$ cat src/rtl/sched_pkg.sv
`default_nettype none
// ============================================================================
// Module      : sched_pkg
// Description : Shared constants, state encoding and qid helpers for the
//               queue drain scheduler.
// Revision    : 1.0
// ============================================================================
package sched_pkg;

   localparam int NUM_Q  = 4;
   localparam int DATA_W = 2;
   localparam int QID_W  = 2;

   typedef logic [QID_W-1:0] qid_t;

   typedef enum logic [1:0] {
      IDLE  = 2'd0,
      OFFER = 2'd1,
      POP   = 2'd2,
      WAIT  = 2'd3
   } state_t;

   function automatic logic [NUM_Q-1:0] qid_onehot(input qid_t q);
      return NUM_Q'(1) << q;
   endfunction

endpackage
`default_nettype wire

$ cat src/rtl/queue_drain_scheduler_rr_arbiter.sv
`default_nettype none
// ============================================================================
// Module      : rr_arbiter
// Description : Combinational round-robin picker; searches ptr+1, ptr+2, ...
//               modulo NUM_Q and returns the first requesting buffer.
// Revision    : 1.0
// ============================================================================
module rr_arbiter
   import sched_pkg::*;
(
   input  logic [NUM_Q-1:0] req,
   input  logic [QID_W-1:0] ptr,
   output logic [NUM_Q-1:0] gnt_onehot,
   output logic [QID_W-1:0] gnt_idx,
   output logic             any
);

   logic [QID_W-1:0] w_cand;

   always_comb begin
      gnt_idx = '0;
      any     = 1'b0;
      w_cand  = '0;
      // Candidate wraps naturally because it is QID_W bits wide.
      for (int i = 1; i <= NUM_Q; i++) begin
         w_cand = ptr + QID_W'(i);
         if (!any && req[w_cand]) begin
            gnt_idx = w_cand;
            any     = 1'b1;
         end
      end
      gnt_onehot = any ? qid_onehot(gnt_idx) : '0;
   end

endmodule
`default_nettype wire

$ cat src/rtl/queue_drain_scheduler.sv
`default_nettype none
// ============================================================================
// Module      : queue_drain_scheduler
// Description : Round-robin drain of four packet buffers onto a paced
//               valid/ready output. Per-buffer counters under SCHED_STATS_EN.
// Revision    : 1.0
// ============================================================================
module queue_drain_scheduler
   import sched_pkg::*;
#(
   parameter int PERIOD = 8,
   parameter int CNT_W  = 8
)(
   input  logic                   clk,
   input  logic                   rst_n,
   input  logic                   en,
   input  logic [NUM_Q-1:0]       q_valid,
   input  logic [NUM_Q*DATA_W-1:0] q_data,
   output logic [NUM_Q-1:0]       q_pop,
   output logic                   out_valid,
   input  logic                   out_ready,
   output logic [DATA_W-1:0]      out_data,
   output logic [QID_W-1:0]       out_qid,
   output logic [CNT_W-1:0]       served_total,
   output logic                   busy,
   output logic [NUM_Q*CNT_W-1:0] stats_o
);

   localparam logic [7:0] c_wait_load = 8'(PERIOD - 1);

   state_t            r_state;
   state_t            w_state_nxt;
   logic [QID_W-1:0]  r_ptr;
   logic [QID_W-1:0]  r_gnt;
   logic [NUM_Q-1:0]  r_gnt_oh;
   logic [7:0]        r_wait_cnt;
   logic [NUM_Q-1:0]  r_q_pop;
   logic              r_out_valid;
   logic [DATA_W-1:0] r_out_data;
   logic [CNT_W-1:0]  r_served;

   logic [NUM_Q-1:0]  w_gnt_onehot;
   logic [QID_W-1:0]  w_gnt_idx;
   logic              w_any;
   logic [DATA_W-1:0] w_head_data;
   logic              w_load;
   logic              w_fire;
   logic              w_abort;

   rr_arbiter u_arb (
      .req        (q_valid),
      .ptr        (r_ptr),
      .gnt_onehot (w_gnt_onehot),
      .gnt_idx    (w_gnt_idx),
      .any        (w_any)
   );

   assign w_head_data = q_data[w_gnt_idx*DATA_W +: DATA_W];

   always_comb begin
      w_state_nxt = r_state;
      w_load      = 1'b0;
      w_fire      = 1'b0;
      w_abort     = 1'b0;
      case (r_state)
         IDLE: begin
            if (en && w_any) begin
               w_load      = 1'b1;
               w_state_nxt = OFFER;
            end
         end
         OFFER: begin
            // A handshake takes priority over a simultaneous buffer flush.
            if (r_out_valid && out_ready) begin
               w_fire      = 1'b1;
               w_state_nxt = POP;
            end else if (!q_valid[r_gnt]) begin
               w_abort     = 1'b1;
               w_state_nxt = IDLE;
            end
         end
         POP: begin
            w_state_nxt = WAIT;
         end
         WAIT: begin
            if (r_wait_cnt == 8'd0) begin
               w_state_nxt = IDLE;
            end
         end
         default: begin
            w_state_nxt = IDLE;
         end
      endcase
   end

   always_ff @(posedge clk or negedge rst_n) begin
      if (!rst_n) begin
         r_state     <= IDLE;
         r_ptr       <= QID_W'(NUM_Q - 1);
         r_gnt       <= '0;
         r_gnt_oh    <= '0;
         r_wait_cnt  <= '0;
         r_q_pop     <= '0;
         r_out_valid <= 1'b0;
         r_out_data  <= '0;
         r_served    <= '0;
      end else begin
         r_state <= w_state_nxt;
         r_q_pop <= '0;
         if (w_load) begin
            r_gnt       <= w_gnt_idx;
            r_gnt_oh    <= w_gnt_onehot;
            r_out_data  <= w_head_data;
            r_out_valid <= 1'b1;
         end
         if (w_fire) begin
            r_out_valid <= 1'b0;
            r_q_pop     <= r_gnt_oh;
            r_ptr       <= r_gnt;
            if (r_served != '1) begin
               r_served <= r_served + CNT_W'(1);
            end
         end
         if (w_abort) begin
            r_out_valid <= 1'b0;
         end
         if (r_state == POP) begin
            r_wait_cnt <= c_wait_load;
         end else if (r_state == WAIT && r_wait_cnt != 8'd0) begin
            r_wait_cnt <= r_wait_cnt - 8'd1;
         end
      end
   end

   assign q_pop        = r_q_pop;
   assign out_valid    = r_out_valid;
   assign out_data     = r_out_data;
   assign out_qid      = r_gnt;
   assign served_total = r_served;
   assign busy         = (r_state != IDLE);

`ifdef SCHED_STATS_EN
   generate
      for (genvar gi = 0; gi < NUM_Q; gi++) begin : g_stats
         logic [CNT_W-1:0] r_cnt;
         always_ff @(posedge clk or negedge rst_n) begin
            if (!rst_n) begin
               r_cnt <= '0;
            end else if (w_fire && r_gnt == QID_W'(gi) && r_cnt != '1) begin
               r_cnt <= r_cnt + CNT_W'(1);
            end
         end
         assign stats_o[CNT_W*gi +: CNT_W] = r_cnt;
      end
   endgenerate
`else
   assign stats_o = '0;
`endif

endmodule
`default_nettype wire
$ cat config.mk
export PLATFORM = sky130hd
export DESIGN_NAME = queue_drain_scheduler
export DESIGN_NICKNAME = d
export VERILOG_FILES = /design/src/rtl/sched_pkg.sv /design/src/rtl/queue_drain_scheduler_rr_arbiter.sv /design/src/rtl/queue_drain_scheduler.sv
export SDC_FILE = /design/constraint.sdc
export NUM_CORES = 1
export LEC_CHECK = 0
export CAP_MARGIN = 20
export CORE_MARGIN = 10
export CORE_UTILIZATION = 50
export CTS_BUF_LIST = sky130_fd_sc_hd__clkbuf_16
export DETAILED_ROUTE_END_ITERATION = 7
export GPL_TIMING_DRIVEN = 0
export MAX_ROUTING_LAYER = met4
export PLACE_DENSITY_LB_ADDON = 0.05
export SYNTH_ARGS = -nofsm -noshare
export SYNTH_HDL_FRONTEND = slang
export SYNTH_HIERARCHICAL = 1
export SYNTH_SLANG_ARGS = --single-unit
$ cat constraint.sdc
create_clock -name clk -period 3.7 [get_ports clk]
set_input_delay 0.74 -clock clk [delete_from_list [all_inputs] [get_ports clk]]
set_output_delay 0.74 -clock clk [all_outputs]
set_load 0.02 [all_outputs]
Yosys cells after proc, flatten, opt, wreduce, memory -nomap -nowiden
Index checks and enable logic that the tools add are counted.
Storage, ports and cells
  register bits after elaboration: 33
  input bits: 16
  output and inout port bits: 50
Cells by class
  shift operators: 2
  eq/ne operators: 7
  $add $sub $neg: 5
  magnitude comparators: 5
  mux-type cells: 37
  reductions and logical operators: 17
Operator list (count)
  $mux W1: 19
  $mux W2: 8
  $mux W8: 2
  $lt A2 B3 Y1 const B: 5
  $bmux W1 S2: 5
  $add A8 B1 Y8 const B: 1
  $logic_not A8 Y1: 1
  $mux W4: 2
  $ne A8 B8 Y1 const B: 1
  $pmux W2 S4: 1
  $reduce_bool A8 Y1: 1
  $shiftx A8 B4 Y2: 1
  $sub A8 B1 Y8 const B: 1
  $logic_and A1 B1 Y1: 6
  $add A2 B2 Y2 const B: 2
  $eq A2 B2 Y1 const B: 2
  $ne A2 B2 Y1 const B: 2
  $reduce_bool A2 Y1: 2
  $shl A1 B2 Y4 const A: 1
  $logic_not A1 Y1: 3
  $ne A3 B3 Y1 const B: 1
  $reduce_and A3 Y1: 1
  $reduce_bool A3 Y1: 1
  $add A2 B1 Y2 const B: 1
  other kinds (3): 3

Depth between registers and ports, before layout
Gate-level depths: netlist of run 1.
  depth in word-level cells: 19
  gate-level depth with buffers: 7
  gate-level depth less buffers: 6

Hierarchy
The synthesis of run 1 kept the hierarchy.
By module, submodules not included
  queue_drain_scheduler: seq. area each 828.3 sq um, times used 1, cells an instance 167, area an instance 1816.7 sq um
  rr_arbiter: seq. area each 0.0 sq um, times used 1, cells an instance 30, area an instance 201.4 sq um

Worst setup path before layout of run 1
No wires, ideal clock.
  path type: input-to-reg
  start: input q_valid[3]
  end: register r_out_data[0], in the netlist out_data[0]
  required time: 3575 ps
  library setup time: 125 ps
  path slack: 1513 ps
  buffers on the path: 1
  arrival time: 2062 ps
  stages: 5
  path through: buf_4 a22oi_1 o221ai_1 mux4_2 mux2_2
On the way
  elaborated cells between the ends (all ways): 26
  classes of those cells: 1 x shift; 18 x mux; 7 x reduce/logical
RTL lines
  from (decl): RTL line queue_drain_scheduler.sv:17  | input logic [NUM_Q-1:0] q_valid,
  $bmux W1 S2: RTL line queue_drain_scheduler_rr_arbiter.sv:27  | if (!any && req[w_cand]) begin
  $mux W1 (not written as such): RTL line queue_drain_scheduler_rr_arbiter.sv:27
  $mux W1: RTL line queue_drain_scheduler_rr_arbiter.sv:27
  $logic_not A1 Y1: RTL line queue_drain_scheduler_rr_arbiter.sv:27
  $logic_and A1 B1 Y1: RTL line queue_drain_scheduler_rr_arbiter.sv:27
  $mux W1: RTL line queue_drain_scheduler_rr_arbiter.sv:27
  $logic_not A1 Y1: RTL line queue_drain_scheduler_rr_arbiter.sv:27
  $logic_and A1 B1 Y1: RTL line queue_drain_scheduler_rr_arbiter.sv:27
  $mux W1: RTL line queue_drain_scheduler_rr_arbiter.sv:27
  $logic_not A1 Y1: RTL line queue_drain_scheduler_rr_arbiter.sv:27
  $logic_and A1 B1 Y1: RTL line queue_drain_scheduler_rr_arbiter.sv:27
  $mux W2 *: RTL line queue_drain_scheduler_rr_arbiter.sv:27
  net w_gnt_idx[0]: RTL line queue_drain_scheduler.sv:43  | logic [QID_W-1:0] w_gnt_idx;
  $shiftx A8 B4 Y2 *: RTL line queue_drain_scheduler.sv:58  | assign w_head_data = q_data[w_gnt_idx*DATA_W +: DATA_W];
  to (signal assigned): RTL line queue_drain_scheduler.sv:113  | r_out_data <= w_head_data;
  to (decl): RTL line queue_drain_scheduler.sv:39  | logic [DATA_W-1:0] r_out_data;
The timed path passes the listed nets; every way through them passes the cells marked *. The select of a mux whose other input is x is not followed.
A chain may end at the register's enable or synchronous reset.

Worst setup path after layout of run 1
  start: input q_valid[1]
  end: register r_out_data[0], in the netlist out_data[0]
Same word-level chain as after synthesis.

==> key figures, run 1 <==
Detailed routing
  – WL/cell: 13.6 µm
  – DRC: 0
  – Initial DRC Count: 92
  – Via count: 1556
  – Final wirelength: 4330 µm
  – First-pass iteration count of the detailed router: 4
  – Antenna Violating Nets Remaining: 0
  – Post-DR vias/cell: 4.88

STA
  – Final Slew Violations: 0
  – Final setup viols: 0
  – RSZ-0062 raised after global routing: false
  – Clk_skew: between 1 and 1.5 ps
  – Rel. slew slack: roughly 51%
  – Fin. Hold Viols: 0
  – Worst hold margin: 476 ps
  – Setup TNS: 0 ps
  – Clock period minus worst slack: 2680 ps
  – Worst-Margin Slew: 734 ps
  – Fin crit share: 72.4%
  – FMAX: ~0.37 GHz

Worst setup path
  – Crit path launch type: primary input
  – Reg2reg start: r_ptr[1]
  – Top delay family on crit path: multiplexers
  – Worst reg2reg path endpoint: out_data[0]
  – CP max stage cell: clkdlybuf4s50_1
  – Critical path endpoint: out_data[0]
  – CP Max Fanout: 9
  – Crit path cell chain: clkdlybuf4s50_1, nor2b_1, a21oi_1, o221ai_1, mux4_2, mux2_2
  – WP data required: between 3000 and 4000 ps
  – R2R Setup Slk: 1480 ps
  – Buf/Inv on CP: 1
  – Crit path kind: primary input to flop
  – Worst path depth: 6
  – R2r worst-path depth: 6
  – Critical Path Source: q_valid[1]
  – CP Capture Type: flop
  – Worst path max stage delay: 630 ps
  – CP arrival: 2840 ps

Clocking
  – Longest Clk Path Bufs: 2
  – CTS Buf Count: 5
  – # hold bufs at CTS: 0
  – H-tree Lvls: 2
  – Postcts setup bufs: 0
  – CTS tree: yes
  – Post-CTS Resized: 0
  – Worst skew pair latency: 270 ps
  – Clk slew on worst S/H paths: 50 ps
  – # clock sinks: 33
  – Root buf cell: clkbuf_16

Power and ir drop
  – Power density over the cells: 645 mW/mm²
  – Pleak: approximately 1.3 nW
  – Maximum VDD drop: around 330 µV
  – Total power: around 1.7 mW

Logic synthesis
  – Cell count after synthesis: between 150 and 200
  – Async set-reset flop share out of synthesis: 100%
  – Sequential fraction of the synthesis area: between 40% and 50%
  – Syn Area/Cell: 10.2 µm²
  – YS warnings: 6
  – Seq cells post-synth: 33
  – Ys flop type: dfrtp_1
  – Cell Area, Synth: between 0.002 and 0.0025 mm²
  – Number of synthesized flops with an enable pin: 0
  – Post-synth cell types: 53

Cells and area
  – Most frequent cells in the layout: 35 x buf_4, 32 x conb_1, 32 x clkdlybuf4s50_1, 31 x dfrtp_1, 12 x nor2_1
  – Area grow syn2layout: 31.7%
  – Core Util, Final: 67.4%
  – # diodes: 0
  – Fraction of layout cells with a size suffix above 1: 26.4%
  – Commonest non-fill, non-tap cell in the layout: buf_4
  – Final std cells w/o fill: around 320
  – Nets: 287

Floorplan
  – Die Width: 83.5 µm
  – Die Area: 0.00698 mm²
  – Core ar.: 0.00394 mm²
  – Die height: approximately 84 µm
  – Total I/O pin count: 66
  – Cell Rows: 23
  – Initial core utilization: 51.2%

Place
  – Placed Cells: 311
  – PortBufs: 33
  – GP Congestion: 0.836
  – Post-DP HPWL: around 3400 µm

Global routing
  – Total grt overflow: 0
  – Vias in the first global route: ~1600
  – Largest net degree at the start of global routing: 34
  – First-pass GRT wire length: 7490 µm
  – Gr usage total: 13.1%
  – Initial antenna violation count: 0

Run status
  – Outcome: finished clean

Run
  – # Max-Cap Violations: 0

Min path
  – Hold WC Path Type: flop to flop
-- metrics by stage --
step / worst slack [ps] / instance area, µm²
global route: 894 / 2660
floorplan: 1510 / 2130
global placement: 715 / 2530
finish: 1020 / 2660
CTS: 993 / 2660
detailed placement: 705 / 2520
-- cell families (layout without fill, tap and decap cells) --
logic type / count (synthesis) / after routing / share of synthesized area [%]
DFF: 33 / 33 / 41.0
AOI/OAI and AO/OA: 39 / 39 / 14.1
buffers and inverters: 45 / 86 / 15.0
xor gates and xnor gates: 3 / 3 / 1.30
adders and majority gates: 3 / 3 / 1.86
and+or+nand+nor: 59 / 59 / 17.0
other: 1 / 32 / 0.186
muxes: 14 / 14 / 9.49
-- synth_stat cells (2+ instances only) --
| master | count | area share [%] |
|---|---|---|
| a21oi_1 | 8 | 2.0 |
| a221oi_1 | 2 | 0.87 |
| a311oi_1 | 2 | 0.87 |
| a31oi_1 | 5 | 1.5 |
| and2_1 | 4 | 1.2 |
| and3_1 | 2 | 0.62 |
| buf_2 | 2 | 0.50 |
| buf_4 | 35 | 13 |
| dfrtp_1 | 31 | 38 |
| dfstp_2 | 2 | 2.6 |
| ha_1 | 3 | 1.9 |
| inv_1 | 8 | 1.5 |
| mux2_2 | 11 | 6.1 |
| mux4_2 | 3 | 3.3 |
| nand2_1 | 11 | 2.0 |
| nand2b_1 | 6 | 1.9 |
| nand3_1 | 2 | 0.50 |
| nor2_1 | 12 | 2.2 |
| nor2b_1 | 4 | 1.2 |
| nor3_1 | 6 | 1.5 |
| o21ai_0 | 4 | 0.99 |
| o31ai_1 | 2 | 0.74 |
| xor2_1 | 2 | 0.87 |
-- how the worst min path moves through the flow --
stage / startpoint / end / slack, ps / cells past startpoint
floorplan: rst_n / asynchronous set/reset pin / 440 / 0
global placement: r_gnt_oh[2] / q_pop[2] / 460 / 1
detailed placement: r_gnt_oh[1] / q_pop[1] / 470 / 1
CTS: r_gnt_oh[1] / q_pop[1] / 480 / 1
global route: r_gnt_oh[0] / q_pop[0] / 510 / 1
finish: r_gnt_oh[1] / q_pop[1] / 480 / 1
-- final cells by class --
cell class                 instances  area [µm²]
sequential                        33         828
clock inverter                     3        11.3
fill                             345        1280
timing repair buffer              33         325
tap                               50        62.6
clock buffer                       5         125
multi-input combinational        150        1000
inverter                           8        30.0
buffer                            37         273
-- routing by layer --
metal / vias up / part of all wire, % / GRT usage (%)
li1: 781 / - / -
met1: 729 / 44 / 14.4
met2: 39 / 47 / 20.9
met3: 7 / 7.4 / 5.66
met4: 0 / 1.5 / 4.57
met5: - / 0 / -
-- state kept, by name (all words and copies together), names as in the netlist, named ones only --
register      cells
r_wait_cnt        8
served_total      8
q_pop             4
r_gnt_oh          4
out_data          2
out_qid           2
r_ptr             2
out_valid         1
r_state           1
-- report_power, final --
group	total, mW	leakage, nW	switching [mW]	internal (mW)
clock	0.383	0.0738	0.142	0.241
sequential	0.626	0.408	0.129	0.496
combinational	0.707	0.799	0.357	0.351
Note: power is estimated with default switching activity, not from simulation.
==> run 2, diff against run 1 <==
CORE_UTILIZATION = 42   (was 50)
clock period = 2.45 ns   (was 3.7 ns; I/O delays follow)
==> run 2 against run 1 <==
Against the previous run:
- sequential share of layout area decreased by 0.16 points
- flip-flop and latch count unchanged
- non-clock buffer count stayed put
- critical path depth increased by 1
- highest routed layer unchanged
- critical path type unchanged
- register-to-register slack got worse by 1200 ps
- combinational power rose by 53%
==> key figures, run 2 (synthesis gave the netlist of run 1 again) <==
Worst setup path
  – R2r worst-path depth: 6 (unchanged)
  – CP arrival: 2390 ps (-450 ps)
  – R2R Setup Slk: 320 ps (-1160 ps)
  – Crit path launch type: primary input
  – Critical Path Source: q_valid[3]
  – WP data required: 2610 ps (-1250 ps)
  – CP Max Fanout: 8 (-1)
  – Crit path kind: primary input to flop
  – Reg2reg start: r_ptr[1]
  – Critical path endpoint: out_data[1]
  – CP Capture Type: flop
  – Worst reg2reg path endpoint: out_data[1]

Detailed routing
  – Via count: 1603 (+3.0%)
  – Initial DRC Count: 75 (-18%)
  – WL/cell: 14.0 µm (+2.9%)
  – Final wirelength: 4510 µm (+4.2%)
  – First-pass iteration count of the detailed router: 4 (unchanged)
  – Antenna Violating Nets Remaining: 0 (unchanged)
  – DRC: 0 (unchanged)
  – Post-DR vias/cell: 4.96 (+1.7%)

STA
  – Final Slew Violations: 0 (unchanged)
  – Clock period minus worst slack: 2240 ps
  – Fin. Hold Viols: 0 (unchanged)
  – RSZ-0062 raised after global routing: false
  – Worst-Margin Slew: 746 ps (+11.8 ps)
  – Final setup viols: 0 (unchanged)
  – Rel. slew slack: 50.3% (-0.79 points)
  – Worst hold margin: 286 ps (-190 ps)
  – FMAX: approximately 0.45 GHz
  – Fin crit share: about 90%
  – Clk_skew: 4.93 ps (+3.65 ps)

Global routing
  – First-pass GRT wire length: 7380 µm (-1.5%)
  – Total grt overflow: 0 (unchanged)
  – Gr usage total: 12.0% (-1.1 points)
  – Vias in the first global route: 1538 (-2.6%)
  – Initial antenna violation count: 0 (unchanged)
  – Largest net degree at the start of global routing: 34 (unchanged)

Clocking
  – CTS tree: yes
  – # hold bufs at CTS: 0 (unchanged)
  – Longest Clk Path Bufs: 2 (unchanged)
  – Root buf cell: clkbuf_16
  – CTS Buf Count: 5 (unchanged)
  – Worst skew pair latency: 270 ps (about the same)
  – H-tree Lvls: 2 (unchanged)
  – # clock sinks: 33 (unchanged)
  – Post-CTS Resized: 0 (unchanged)
  – Postcts setup bufs: 0 (unchanged)
  – Clk slew on worst S/H paths: 50 ps (about the same)

Cells and area
  – Most frequent cells in the layout: 35 x buf_4, 32 x conb_1, 31 x dfrtp_1, 31 x clkdlybuf4s50_1, 12 x nor2_1
  – Final std cells w/o fill: 323 (+1.3%)
  – # diodes: 0 (unchanged)
  – Fraction of layout cells with a size suffix above 1: 26.8% (+0.37 points)
  – Filler cells: 426 (+23%)
  – Area grow syn2layout: 32.4%
  – Commonest non-fill, non-tap cell in the layout: buf_4
  – Nets: 287 (unchanged)

Min path
  – Hold WC Path Type: primary input to asynchronous set/reset pin

Place
  – Placed Cells: 315 (+1.3%)
  – PortBufs: 33 (unchanged)
  – Post-DP HPWL: 3490 µm (+2.4%)
  – GP Congestion: 0.800 (-4.4%)

Power and ir drop
  – Power density over the cells: 975 mW/mm² (+51%)
  – Pleak: 1.29 nW (+0.78%)
  – Maximum VDD drop: 502 µV (+52%)

Run status
  – Outcome: finished clean

Floorplan
  – Die Width: 89.3 µm (+6.9%)
  – Total I/O pin count: 66 (unchanged)
  – Die height: 89.3 µm (+6.9%)
  – Die Area: 0.00798 mm² (+14%)
  – Core ar.: 0.00469 mm² (+19%)
  – Initial core utilization: 43.0% (-8.2 points)
  – Cell Rows: 25 (+8.7%)

Run
  – # Max-Cap Violations: 0 (unchanged)
[run 2: cell count changes in the layout (fill, tap and decap cells not counted), sizes merged]
cell and delta:
clkdlybuf4s50 -1, dlymetal6s2s +1
[run 2: through the flow]
stage               cell area (µm²)  utilization, %  total power, mW  setup slack [ps]  TNS, ps
finish                         2670            57.0             2.61               212        0
global route                   2670            57.0             2.80               129        0
CTS                            2660            56.8             2.61             0.967        0
detailed placement             2530            53.9             2.02              -293     -576
global placement               2530            54.0             2.01              -289     -575
floorplan                      2130               -             1.68               382        0
[run 2: worst min path at each step]
| stage | from | to | slack, ps | cells past startpoint |
|---|---|---|---|---|
| final | rst_n | served_total[4] | 290 | 1 |
| after global routing | rst_n | q_pop[2] | 350 | 1 |
| after CTS | rst_n | served_total[1] | 320 | 1 |
| after global placement | r_gnt_oh[2] | q_pop[2] | 460 | 1 |
| after detailed placement | r_gnt_oh[1] | q_pop[1] | 470 | 1 |
| after floorplan | rst_n | asynchronous set/reset pin | 190 | 0 |
[run 2: layout make-up]
type	count	area, µm²	share of cell area [%]
Multi-Input combinational cell	150	1010	37.8
Sequential cell	33	828	31.0
Timing Repair Buffer	33	328	12.3
Buffer	37	273	10.2
Clock buffer	5	125	4.68
Tap cell	54	67.6	2.53
Inverter	8	30.0	1.12
Clock inverter	3	11.3	0.421
[run 2: per-layer routing]
layer	vias up	global-route usage [%]	wire length, µm
met5	-	-	0
met4	0	3.47	48
met3	4	4.10	387
met2	64	17.8	2030
met1	746	15.1	2050
li1	789	-	-
[run 2: critical path: stages]
cell	delay [ps]
clkdlybuf4s50_1	470
buf_4	170
nand2b_4	70
a22o_1	190
a221oi_2	380
mux4_2	360
mux2_2	270
[run 2: power breakdown]
group,switching (mW),internal [mW],total (mW)
clock,0.213,0.365,0.578
combinational,0.545,0.532,1.08
sequential,0.202,0.749,0.951
==> run 3, diff against run 2 <==
CORE_UTILIZATION = 46   (was 42)
MAX_ROUTING_LAYER = default   (was met4)
clock period = 2.2 ns   (was 2.45 ns; I/O delays follow)
==> run 3 against run 2 <==
Against the previous run:
- clock-buffer cell count is the same
- highest routed layer unchanged
- critical path type unchanged
- sequential share of layout area decreased by 0.26 points
- utilization up 5.8 points
- largest power group unchanged
==> key figures, run 3 (synthesis gave the netlist of run 1 again) <==
Run status
  – Outcome: finished clean

STA
  – Fin. Hold Viols: 0 (unchanged)
  – Final setup viols: 0 (unchanged)
  – Clk_skew: 2.45 ps (-2.48 ps)
  – Worst hold margin: 220 ps (-65.9 ps)
  – FMAX: 0.486 GHz
  – Worst-Margin Slew: 707 ps (-38.8 ps)
  – Rel. slew slack: 52.8% (+2.6 points)
  – Fin crit share: a little over 90%
  – Final setup margin: 141 ps (-70.7 ps)
  – Final Slew Violations: 0 (unchanged)
  – Clock period minus worst slack: 2060 ps

Detailed routing
  – Antenna Violating Nets Remaining: 0 (unchanged)
  – Post-DR vias/cell: 4.88 (-1.6%)
  – DRC: 0 (unchanged)
  – First-pass iteration count of the detailed router: 4 (unchanged)
  – Initial DRC Count: 61 (-19%)
  – Final wirelength: 4390 µm (-2.8%)
  – Via count: 1572 (-1.9%)
  – WL/cell: 13.6 µm (-2.5%)

Cells and area
  – Commonest non-fill, non-tap cell in the layout: buf_4
  – Area grow syn2layout: 33.5%
  – Filler cells: 373 (-12%)
  – Final std cells w/o fill: 322 (-0.31%)
  – Nets: 288 (+0.35%)
  – Most frequent cells in the layout: 36 x buf_4, 32 x conb_1, 31 x dfrtp_1, 30 x clkdlybuf4s50_1, 12 x nor2_1
  – Fraction of layout cells with a size suffix above 1: 27.0% (+0.27 points)
  – # diodes: 0 (unchanged)
  – Cell area after layout: 0.00270 mm² (+0.84%)

Place
  – GP Congestion: 0.825 (+3.1%)
  – PortBufs: 33 (unchanged)
  – DP Area: 0.00252 mm² (about the same)
  – Post-Place Worst Slack: -482 ps (-189 ps)
  – Post-DP HPWL: 3470 µm (-0.52%)
  – Placed Cells: 313 (-0.63%)

Global routing
  – Gr busiest metal: met2
  – Initial antenna violation count: 0 (unchanged)
  – Vias in the first global route: 1580 (+2.7%)
  – Largest net degree at the start of global routing: 34 (unchanged)
  – Met1 Use GR: 14.5% (-0.59 points)
  – Met3 Use GR: 7.50% (+3.4 points)
  – M2 GR Usage: 17.5% (-0.31 points)
  – First-pass GRT wire length: 7380 µm (unchanged)
  – Total grt overflow: 0 (unchanged)
  – Gr usage total: 12.1% (+0.13 points)

Worst setup path
  – CP Max Fanout: 8 (unchanged)
  – Crit path cell chain: clkdlybuf4s50_1, a22o_1, a221oi_4, mux4_2, mux2_2
  – Worst reg2reg path endpoint: out_data[1]
  – Worst path max stage delay: 540 ps (+70 ps)
  – Crit path launch type: primary input
  – CP Capture Type: flop
  – Crit path kind: primary input to flop
  – CP arrival: 2210 ps (-180 ps)
  – R2R Setup Slk: 160 ps (-160 ps)
  – WP data required: 2360 ps (-250 ps)
  – Reg2reg start: r_ptr[1]
  – R2r worst-path depth: 5 (-1)
  – CP max stage cell: clkdlybuf4s50_1

Floorplan
  – Initial core utilization: 47.0% (+4.0 points)
  – Die Width: 86.2 µm (-3.5%)
  – Die Area: 0.00744 mm² (-6.8%)
  – Total I/O pin count: 66 (unchanged)
  – Die height: 86.2 µm (-3.5%)
  – Cell Rows: 24 (-4.0%)
  – Core ar.: 0.00429 mm² (-8.5%)

Clocking
  – Clk slew on worst S/H paths: 50 ps (about the same)
  – # clock sinks: 33 (unchanged)
  – Root buf cell: clkbuf_16
  – H-tree Lvls: 2 (unchanged)
  – Longest Clk Path Bufs: 2 (unchanged)
  – Worst skew pair latency: 270 ps (about the same)
  – CTS tree: yes
  – CTS Buf Count: 5 (unchanged)

Power and ir drop
  – Pleak: 1.30 nW (+0.66%)
  – Maximum VDD drop: 552 µV (+9.9%)
  – Total power: 2.90 mW (+11%)
  – Power density over the cells: 1070 mW/mm² (+10%)

Run
  – # Max-Cap Violations: 0 (unchanged)

Min path
  – Hold WC Path Type: primary input to asynchronous set/reset pin
-- run 3: changes by cell type in the layout (fill, tap and decap cells not counted) --
cell / previous run / this run
clkdlybuf4s15_1: 0 / 1
buf_2: 3 / 2
buf_4: 35 / 36
clkdlybuf4s50_1: 31 / 30
a221oi_4: 0 / 1
buf_6: 0 / 1
a221oi_2: 1 / 0
-- run 3: layer usage --
layer | share of wire [%] | wire [µm] | vias to the layer above
met3 | 13 | 587 | 4
met4 | 0.96 | 42 | 0
met1 | 44 | 1930 | 716
met2 | 42 | 1830 | 64
li1 | - | - | 788
met5 | 0 | 0 | -
-- run 3: final cells by class --
type,count,area [µm²],share of cell area (%)
Sequential cell,33,828,30.7
Clock inverter,3,11.3,0.418
Tap cell,52,65.1,2.41
Inverter,8,30.0,1.11
Buffer,36,272,10.1
Clock buffer,5,125,4.64
Multi-Input combinational cell,150,1020,37.9
Timing Repair Buffer,35,343,12.7
-- run 3: worst max-delay path: cells and delay by family --
family	cells	cell delay, ps
AOI/OAI and AO/OA	2	620
buffers and inverters	1	540
muxes	2	620
-- run 3: timing repair --
action / in CTS / in global routing
setup buffers: 0 / 2
hold buffers: 0 / 0
hold endpoints to repair: 0 / 0
pin swaps: 0 / 2
gates resized for setup: 3 / 3
endpoints found under the setup margin: 2 / 2
-- run 3: worst max-delay path by stage --
stage,start,end,slack (ps)
6_report,q_valid[0],out_data[1],140
5_1_grt,q_valid[0],out_data[1],-0.3
4_1_cts,q_valid[3],out_data[1],20
3_5_place_dp,q_valid[1],out_data[1],-480
3_3_place_gp,q_valid[1],out_data[1],-480
2_1_floorplan,r_ptr[1],out_data[0],130
-- run 3: stage by stage --
| stage | TNS, ps | util [%] |
|---|---|---|
| after detailed placement | -1170 | 58.8 |
| after global placement | -1230 | 58.9 |
| final | 0 | 62.8 |
| after floorplan | 0 | - |
| after CTS | 0 | 62.4 |
| after global routing | -0.308 | 62.8 |
-- run 3: report_power, final --
group          internal [mW]  leakage (nW)  switching [mW]
Sequential             0.837         0.408           0.248
Clock                  0.405        0.0738           0.223
Combinational          0.603         0.817           0.579
